**config.mk**
```make
export PLATFORM = sky130hd
export DESIGN_NAME = tdm_demux4
export DESIGN_NICKNAME = d
export VERILOG_FILES = /design/src/rtl/tdm_demux4.sv
export SDC_FILE = /design/constraint.sdc
export NUM_CORES = 1
export LEC_CHECK = 0
export CAP_MARGIN = 20
export CELL_PAD_IN_SITES_DETAIL_PLACEMENT = 0
export CELL_PAD_IN_SITES_GLOBAL_PLACEMENT = 2
export CORE_UTILIZATION = 34
export DETAILED_ROUTE_END_ITERATION = 8
export PLACE_DENSITY = 0.93
export SLEW_MARGIN = 20
export SYNTH_ARGS = -nofsm -noshare
export SYNTH_HDL_FRONTEND = slang
export SYNTH_SLANG_ARGS = --single-unit
```
**constraint.sdc**
```tcl
create_clock -name clk -period 5 [get_ports clk]
set_input_delay 1 -clock clk [delete_from_list [all_inputs] [get_ports clk]]
set_output_delay 1 -clock clk [all_outputs]
set_load 0.02 [all_outputs]
```
**src/rtl/tdm_demux4.sv**
```systemverilog
// tdm_demux4: serial 4-slot TDM demultiplexer with frame-lock FSM and sync-error detection.
// Optional macro TDM_DEMUX_PARITY_EN appends an even-parity bit to every slot and adds parity_err.
module tdm_demux4 #(
    parameter int unsigned WIDTH = 8
) (
    input  logic               clk,
    input  logic               rst,
    input  logic               en,
    input  logic               din,
    input  logic               frame_sync,
    output logic [4*WIDTH-1:0] data_out,
    output logic [3:0]         ch_valid,
    output logic               frame_done,
    output logic               locked,
`ifdef TDM_DEMUX_PARITY_EN
    output logic               sync_err,
    output logic               parity_err
`else
    output logic               sync_err
`endif
);

`ifdef TDM_DEMUX_PARITY_EN
    localparam int unsigned SLOT_BITS = WIDTH + 1;
    localparam int unsigned SHIFT_W   = WIDTH;
`else
    localparam int unsigned SLOT_BITS = WIDTH;
    localparam int unsigned SHIFT_W   = WIDTH - 1;
`endif
    localparam int unsigned CNT_W = $clog2(SLOT_BITS);
    localparam int unsigned LAST  = SLOT_BITS - 1;

    typedef enum logic {
        HUNT = 1'b0,
        LOCK = 1'b1
    } state_t;

    state_t               state_q, state_d;
    logic [SHIFT_W-1:0]   shift_q, shift_d, shifted;
    logic [CNT_W-1:0]     bit_cnt_q, bit_cnt_d;
    logic [1:0]           slot_cnt_q, slot_cnt_d;
    logic [4*WIDTH-1:0]   data_d;
    logic [3:0]           ch_valid_d;
    logic                 frame_done_d;
    logic                 sync_err_d;
    logic                 at_start;
    logic [WIDTH-1:0]     word;
`ifdef TDM_DEMUX_PARITY_EN
    logic                 parity_err_d;
`endif

    // Only the most recent bits of the shift history are kept; older bits fall off the top.
    assign shifted  = SHIFT_W'({shift_q, din});
    assign at_start = (bit_cnt_q == '0) && (slot_cnt_q == 2'd0);
`ifdef TDM_DEMUX_PARITY_EN
    assign word = shift_q;
`else
    assign word = {shift_q, din};
`endif

    // State register and all registered outputs.
    always_ff @(posedge clk) begin
        if (rst) begin
            state_q    <= HUNT;
            shift_q    <= '0;
            bit_cnt_q  <= '0;
            slot_cnt_q <= '0;
            data_out   <= '0;
            ch_valid   <= '0;
            frame_done <= 1'b0;
            locked     <= 1'b0;
            sync_err   <= 1'b0;
`ifdef TDM_DEMUX_PARITY_EN
            parity_err <= 1'b0;
`endif
        end else begin
            state_q    <= state_d;
            shift_q    <= shift_d;
            bit_cnt_q  <= bit_cnt_d;
            slot_cnt_q <= slot_cnt_d;
            data_out   <= data_d;
            ch_valid   <= ch_valid_d;
            frame_done <= frame_done_d;
            locked     <= (state_d == LOCK);
            sync_err   <= sync_err_d;
`ifdef TDM_DEMUX_PARITY_EN
            parity_err <= parity_err_d;
`endif
        end
    end

    // Next-state, counter and output decode.
    always_comb begin
        state_d      = state_q;
        shift_d      = shift_q;
        bit_cnt_d    = bit_cnt_q;
        slot_cnt_d   = slot_cnt_q;
        data_d       = data_out;
        ch_valid_d   = '0;
        frame_done_d = 1'b0;
        sync_err_d   = 1'b0;
`ifdef TDM_DEMUX_PARITY_EN
        parity_err_d = 1'b0;
`endif
        if (en) begin
            case (state_q)
                HUNT: begin
                    if (frame_sync) begin
                        state_d    = LOCK;
                        shift_d    = shifted;
                        bit_cnt_d  = CNT_W'(1);
                        slot_cnt_d = 2'd0;
                    end
                end
                LOCK: begin
                    if (at_start && !frame_sync) begin
                        // Missing sync wins over everything else at the frame start.
                        sync_err_d = 1'b1;
                        state_d    = HUNT;
                        bit_cnt_d  = '0;
                        slot_cnt_d = 2'd0;
                    end else if (!at_start && frame_sync) begin
                        sync_err_d = 1'b1;
                        shift_d    = shifted;
                        bit_cnt_d  = CNT_W'(1);
                        slot_cnt_d = 2'd0;
                    end else begin
                        shift_d = shifted;
                        if (bit_cnt_q == CNT_W'(LAST)) begin
                            bit_cnt_d    = '0;
                            slot_cnt_d   = slot_cnt_q + 2'd1;
                            ch_valid_d   = 4'b0001 << slot_cnt_q;
                            frame_done_d = (slot_cnt_q == 2'd3);
                            for (int unsigned k = 0; k < 4; k++) begin
                                if (slot_cnt_q == 2'(k)) begin
                                    data_d[k*WIDTH +: WIDTH] = word;
                                end
                            end
`ifdef TDM_DEMUX_PARITY_EN
                            parity_err_d = ^{shift_q, din};
`endif
                        end else begin
                            bit_cnt_d = bit_cnt_q + CNT_W'(1);
                        end
                    end
                end
                default: state_d = HUNT;
            endcase
        end
    end

endmodule

```
* After elaboration in Yosys (flattened, before gate mapping)
Cells that the tools add are included.
** Operators by class
- Shift operators :: 1
- Bitwise gates (word level) :: 5
- Muxes and demuxes :: 18
- Eq/ne operators :: 7
- $add $sub $neg :: 2
- Reduce and logical (&&, ||, !) cells :: 16
** Operators with widths (count)
- $reduce_and A6 Y1 :: 4
- $mux W7 :: 2
- $pmux W7 S2 :: 1
- $mux W3 :: 4
- $mux W2 :: 4
- $pmux W3 S2 :: 1
- $reduce_and A3 Y1 :: 2
- $reduce_or A6 Y1 :: 1
- $not A1 Y1 :: 5
- $eq A2 B2 Y1 const B :: 2
- $mux W1 :: 4
- $ne A2 B2 Y1 const B :: 2
- $ne A4 B1 Y1 const B :: 1
- $pmux W2 S2 :: 1
- $shl A1 B2 Y4 const A :: 1
- $add A3 B1 Y3 const B :: 1
- $eq A3 B3 Y1 const B :: 1
- $logic_and A1 B1 Y1 :: 3
- $logic_not A3 Y1 :: 1
- $reduce_or A3 Y1 :: 1
- $add A2 B1 Y2 const B :: 1
- $eq A2 B1 Y1 const B :: 1
- $logic_not A1 Y1 :: 2
- $logic_not A2 Y1 :: 1
- 2 further kinds :: 2
** Word-level totals
- Output and inout port bits :: 39
- Register bits :: 51
- Input bits :: 5
- Word-level logic and storage cells :: 60

* Depth between registers and ports, before layout
Gate-level depths: netlist of run 1.
- Word-level depth :: 7
- Depth in mapped cells :: 11

* Least setup slack after synthesis of run 1
Ideal clock, no wire load.
- Kind :: input-to-reg
- Start point :: input port frame_sync
- End point :: register data_out[2]
- Data required time :: 4.875 ns
- Buffers on the path :: 2
- Arrival :: 2.020 ns
- Stages on the path :: 7
- Setup slack :: 2.855 ns
- Library setup time :: 0.125 ns
- Cells stage by stage :: inv_1 -> ha_1 -> and4_1 -> buf_6 -> and2_1 -> buf_6 -> mux2i_1
** On the way
- Word-level cells in the longest chain between the ends :: 4
- Elaborated cells between the ends (all ways) :: 6
- Classes of those cells :: bitwise: 2; reduce/logical: 4
** RTL lines
- start, declared :: RTL line 10 : input logic frame_sync,
- $logic_not A1 Y1 :: RTL line 116 : if (at_start && !frame_sync) begin
- $logic_and A1 B1 Y1 :: RTL line 116
- $not A1 Y1 (no line)
- $reduce_and A6 Y1 (no line) (*)
- end signal, assigned :: RTL line 81 : data_out <= data_d;
- end, declared :: RTL line 11 : output logic [4*WIDTH-1:0] data_out,
Mark *: on every way between the ends. The rest lies on a longest branch, timed or not.
A chain may end at the register's enable or synchronous reset.

* Worst setup path in the final report of run 1
- Start point :: input port frame_sync
- End point :: register data_out[7]
The elaborated chain is that of the path after synthesis.

==> summary.txt, run 1 <==
Status: finished, final reports clean
Worst r2r path cells: 9
Fmax achieved: 395.7 MHz
All-Layer GR Usage: 0.1371
Total routed wirelength: 4091 um
Fin Setup TNS: 0 ps
Synth Instances: 194
Post-CTS Resized: 0
Hold Crit Class: reg -> reg
Area delta synth->final: 28.61%
Worst-margin pin slew: 983.3 ps
Overall power: 0.7351 mW
Post-CTS Setup Bufs: 0
Clock-pin transition on the worst setup and hold timing paths: 90 ps
Top_reg_cell synth: dfxtp_1
Clock skew: 12.05 ps
Ant. Diodes: 0
Slew Limit Fails: 0
Total gr overflow: 0
Number of setup violations in the final report: 0
Yosys warnings: 0
Worst-Skew Late Latency: 300 ps
Crit start category: primary input
LEAKAGE: 1.163 nW
Setup CP Type: in -> reg
Via count: 1,436
Power per Cell Area: 274.5 nW/um^2
Largest net degree at the start of global routing: 39
ANT nets after route: 0
Worst Path Max Fanout: 5
Htree depth: 2
Hold Fails Final Rpt: 0
Antenna violations before repair: 0
Synthesized area per cell: 10.73 sq um
Min Tclk post-route: 2527 ps
Synth Cell Area: 2082 sq um
# rows: 28
Maximum VDD drop: 0.1082 mV
Syn nets: 208
Initial drt markers: 97
Drt wl/cell: 13.07 um
Root buf cell: clkbuf_8
DRC Markers: 0
DPL Wire Length: 2834 um
Filler cell count: 594
TritonRoute pass-1 iters: 4
Vias per std cell: 4.588
Total of max-cap violations: 0
Layout cells sized above 1: 0.05882
TritonCTS clock tree: built
Placer's final routability congestion estimate: 0.7440
First-pass GRT wire length: 6741 um
Post-synth top area share: 0.4904
Chip width: 80.25 um
Vias in the first global route: 1,376
Cts bufs inserted: 5
CTS Buffer Depth: 2
Number of synthesized flops with an enable pin: 0
Worst EP arrival: 2760 ps
Die H: 80.25 um
Die ar.: 6440 sq um
Worst setup EP type: flop
Post-synth top area cell: dfxtp_1
Count leader, synth: dfxtp_1
Min-Delay Path Depth: 2
IO Pins: 44
Nets@finish: 251
Largest cells by area after synthesis: dfxtp_1 (49%), mux2i_1 (19%), nand2b_1 (12%), ha_1 (5.4%), buf_6 (1.6%)
RSZ-0062 raised after global routing: no
Cts hold-fix bufs: 0
Max transition margin: 0.3424
Synth Register Bits: 51
Sink Count: 51
Async set-reset flop share out of synthesis: 0
CP required: 5230 ps
Synth cell types: 25
Starting density of the core: 0.3516
Sequential area share after synthesis: 0.4904
Core ar.: 5921 sq um
Commonest cells in the netlist: dfxtp_1 (51), nand2b_1 (40), mux2i_1 (39), ha_1 (9)
Port Buffers: 43
Tcrit/Tclk final: 0.5055
## power breakdown
| group | leakage, nW | internal, mW | total (mW) | switching [mW] |
|---|---|---|---|---|
| clock | 0.0587 | 0.152 | 0.291 | 0.139 |
| combinational | 0.693 | 0.0160 | 0.0342 | 0.0181 |
| sequential | 0.411 | 0.408 | 0.410 | 0.00233 |
| total | 1.16 | 0.576 | 0.735 | 0.159 |
## critical path, cell delays in order
cell and delay [ps]:
clkdlybuf4s50_1 510, inv_1 60, ha_1 310, and4_1 360
and2_1 320, mux2i_1 200
## per-stage QoR
stage / setup slack (ps) / hold WS [ps] / cells / utilization / cell area, sq um
after global routing: 2365 / 509.3 / 313 / 0.4522 / 2678
final: 2473 / 471.6 / 313 / 0.4522 / 2678
after CTS: 2469 / 477.4 / 313 / 0.4522 / 2678
after detailed placement: 2146 / 463.6 / 305 / 0.4326 / 2561
after global placement: 2146 / 459.3 / 305 / 0.4326 / 2561
after floorplan: 2855 / 444.5 / 194 / - / 2082
## kinds of logic (layout without fill, tap and decap cells)
kind of cell | after synthesis | count (layout) | share of synthesized area
AND/OR/NAND/NOR | 69 | 69 | 0.2007
flip-flops | 51 | 51 | 0.4904
multiplexers | 39 | 39 | 0.1875
buffers and inverters | 15 | 59 | 0.03786
AO/OA/AOI/OAI | 11 | 11 | 0.02945
adder cells (fa/ha/maj) | 9 | 9 | 0.05409
## registers in the layout, summed over array words and instances, names as in the netlist
register / count
data_out: 32
shift_q: 7
ch_valid: 4
bit_cnt_q: 3
slot_cnt_q: 2
frame_done: 1
state_q: 1
sync_err: 1
## worst paths after layout
| path | startpoint | end | slack (ps) |
|---|---|---|---|
| max | frame_sync | data_out[7] | 2470 |
| min | bit_cnt_q[2] | bit_cnt_q[2] | 470 |
| max reg2reg | slot_cnt_q[0] | data_out[7] | 2690 |
| min reg2reg | bit_cnt_q[2] | bit_cnt_q[2] | 470 |
## per-layer routing
metal	global-route usage	wire, um	vias to the layer above
li1	-	-	738
met1	0.1893	2001	661
met2	0.2043	1855	31
met3	0.03295	162	6
met4	0.05357	71	0
met5	0	0	-
## layout make-up
type                       instances  area, sq um  area share
clock buffer                       5        68.82     0.02570
clock inverter                     3        47.55     0.01776
inverter                           7        26.28    0.009813
multi-input combinational        128        982.2      0.3668
sequential                        51         1021      0.3813
tap                               75        93.84     0.03505
timing repair buffer              44        437.9      0.1636
## placed cells by master, fill, tap and decap left out, drive strengths merged
cell and count:
dfxtp 51, clkdlybuf4s50 43, nand2b 40, mux2i 39, nand2 11, ha 9
inv 8, a21oi 6, clkbuf 5, nor4 4, nand4 3, o21ai 3
nor2 2, nand3 2, or2 1, and4 1, and2 1, nor3 1
o21a 1, or2b 1, nor3b 1, nor4b 1, o311ai 1, clkinv 1
bufinv 1, buf 1
Note: power is estimated with default switching activity, not from simulation.
==> inputs of run 2 (changes only) <==
--- a/config.mk
+++ b/config.mk
@@ -8,9 +8,9 @@
 export CAP_MARGIN = 20
 export CELL_PAD_IN_SITES_DETAIL_PLACEMENT = 0
 export CELL_PAD_IN_SITES_GLOBAL_PLACEMENT = 2
-export CORE_UTILIZATION = 34
+export CORE_UTILIZATION = 28
 export DETAILED_ROUTE_END_ITERATION = 8
-export PLACE_DENSITY = 0.93
+export PLACE_DENSITY = 0.83
 export SLEW_MARGIN = 20
 export SYNTH_ARGS = -nofsm -noshare
 export SYNTH_HDL_FRONTEND = slang
==> constraint.sdc (replaced) <==
create_clock -name clk -period 2 [get_ports clk]
set_input_delay 0.4 -clock clk [delete_from_list [all_inputs] [get_ports clk]]
set_output_delay 0.4 -clock clk [all_outputs]
set_load 0.02 [all_outputs]
==> run 2 against run 1 <==
Net effect:
- non-clock buffer count rose by 14
- power rose to 2.5 times the previous value
- final area up 6.9%
- setup slack got worse by 2400 ps
- clock skew fell by 6.7 ps
- critical path depth down 5
==> summary.txt, run 2 (same netlist as run 1, synthesis figures left out) <==
IO Pins: 44 (unchanged)
Crit start category: flop
Post-CTS Setup Bufs: 0 (unchanged)
Htree depth: 2 (unchanged)
Hold Crit Class: reg -> reg
Drt wl/cell: 12.72 um (-2.7%)
Port Buffers: 43 (unchanged)
Initial drt markers: 57 (-41%)
Worst path max stage delay: 680 ps (+170 ps)
Area delta synth->final: 37.50%
TritonRoute pass-1 iters: 4 (unchanged)
DRC Markers: 0 (unchanged)
Status: finished, final reports clean
Largest register FFs: 32 (unchanged)
Via count: 1,486 (+3.5%)
DP Area: 2714 sq um (+6.0%)
Worst setup EP type: output pin
Total of max-cap violations: 0 (unchanged)
Crit-path cells: clkdlybuf4s50_1
Met1 Use GR: 0.1813 (-0.007936)
GRT met3 Usage: 0.03545 (+0.002493)
CTS Buffer Depth: 2 (unchanged)
ANT nets after route: 0 (unchanged)
Fmax achieved: 525.8 MHz
Core ar.: 7214 sq um (+22%)
Sequential power share: 0.557 (about the same)
CP max-delay cell: clkdlybuf4s50_1
Sink Count: 51 (unchanged)
DPL Wire Length: 2959 um (+4.4%)
Worst EP arrival: 1500 ps (-1260 ps)
All-Layer GR Usage: 0.1259 (-0.01121)
Clock network fraction of design power: 0.383 (-0.012)
Final core occ: 0.3968 (-0.05543)
Nets@finish: 265 (+5.6%)
Vias per std cell: 4.246 (-7.5%)
Maximum VDD drop: 0.2953 mV (+170%)
Non-filler instance count after layout: 350 (+12%)
TritonCTS clock tree: built
Slew Limit Fails: 0 (unchanged)
# rows: 31 (+11%)
First-pass GRT wire length: 7334 um (+8.8%)
Fin Setup TNS: 0 ps (unchanged)
Starting density of the core: 0.2886 (-0.06306)
Final Cell Area: 2863 sq um (+6.9%)
CP required: 1600 ps (-3630 ps)
Commonest cells after routing, fill and taps aside: dfxtp_1 (49), clkdlybuf4s50_1 (43), nand2b_1 (40)
Hold Fails Final Rpt: 0 (unchanged)
Number of setup violations in the final report: 0 (unchanged)
Power per Cell Area: 642.7 nW/um^2 (+130%)
Vias in the first global route: 1,457 (+5.9%)
Cts bufs inserted: 5 (unchanged)
Delay-heaviest family, CP: buffers and inverters
LEAKAGE: 1.252 nW (+7.6%)
Crit path buf inv count: 1 (-1)
Worst-margin pin slew: 333.4 ps (-649.9 ps)
Setup CP Type: reg -> out
Clock skew: 5.386 ps (-6.665 ps)
Tcrit/Tclk final: 0.9509
Internal power of the cells: 1.444 mW (+150%)
Largest net degree at the start of global routing: 53 (+36%)
Clock-pin transition on the worst setup and hold timing paths: 90 ps (about the same)
Antenna violations before repair: 0 (unchanged)
Die ar.: 7785 sq um (+21%)
Max transition margin: 0.7774 (+0.4350)
Logic gate share of total power: 0.060 (+0.013)
Placed cells: 343 (+12%)
Min Tclk post-route: 1902 ps
Layout cells sized above 1: 0.1474 (+0.08859)
RSZ-0062 raised after global routing: yes
P_sw: 0.3964 mW (+150%)
Placer's final routability congestion estimate: 0.7906 (+6.3%)
Commonest non-fill, non-tap cell in the layout: dfxtp_1
Met2 usage: 0.1769 (-0.02735)
Total routed wirelength: 4451 um (+8.8%)
Cts hold-fix bufs: 0 (unchanged)
Top Registers: data_out: 32 flops, shift_q: 7 flops, ch_valid: 4 flops
Die H: 88.23 um (+9.9%)
Root buf cell: clkbuf_8
Sw Ratio: 0.2154 (-0.001201)
Layer with the highest usage: met1
Biggest register: data_out
Chip width: 88.23 um (+9.9%)
Ant. Diodes: 0 (unchanged)
Total gr overflow: 0 (unchanged)
Worst Path Max Fanout: 11 (+6)
Worst-Skew Late Latency: 300 ps (about the same)
run 2: repair_timing:
item	4_1_cts	5_1_grt
hold endpoints to repair	0	0
gates resized for setup	1	10
cloned	0	0
endpoints found under the setup margin	13	38
run 2: cell type report:
class	count	area [sq um]
clock buffers	5	68.82
inverters	7	26.28
clock inverters	2	37.54
fillers	751	4352
repair buffers	58	555.5
well taps	99	123.9
flip-flops and latches	51	1023
multi-input cells	128	1027
run 2: final timing paths:
path | slack (ps) | depth (start not counted) | from | to
worst max-delay path | 100 | 1 | state_q | locked
worst min-delay path | 470 | 2 | bit_cnt_q[2] | bit_cnt_q[2]
worst max register to register | 130 | 9 | slot_cnt_q[0] | data_out[7]
worst min register to register | 470 | 2 | bit_cnt_q[2] | bit_cnt_q[2]
run 2: layer usage:
layer  share of wire  vias to the layer above
met2            0.43                       35
met5               0                        -
li1                -                      764
met3           0.045                        4
met1            0.52                      683
met4           0.012                        0
run 2: power by group through the flow:
stage / clock network (mW) / registers, mW / logic (mW)
floorplan: 0 / 1.05 / 0.0596
global placement: 0 / 1.05 / 0.108
detailed placement: 0 / 1.05 / 0.107
CTS: 0.730 / 1.03 / 0.108
global route: 0.775 / 1.03 / 0.121
finish: 0.704 / 1.03 / 0.111
run 2: metrics by stage:
step / total power [mW] / hold slack, ps / worst slack, ps
3_5_place_dp: 1.156 / 464.6 / -178.8
3_3_place_gp: 1.156 / 456.8 / -166.1
4_1_cts: 1.863 / 479.8 / -8.892
6_report: 1.840 / 473.5 / 98.13
5_1_grt: 1.924 / 497.3 / -10.41
2_1_floorplan: 1.108 / 444.5 / 10.55
==> inputs of run 3 (changes only) <==
--- a/config.mk
+++ b/config.mk
@@ -5,7 +5,6 @@
 export SDC_FILE = /design/constraint.sdc
 export NUM_CORES = 1
 export LEC_CHECK = 0
-export CAP_MARGIN = 20
 export CELL_PAD_IN_SITES_DETAIL_PLACEMENT = 0
 export CELL_PAD_IN_SITES_GLOBAL_PLACEMENT = 2
 export CORE_UTILIZATION = 28
==> results of run 3 <==
Same layout as run 2: the final DEF is identical, and so are final timing and power.
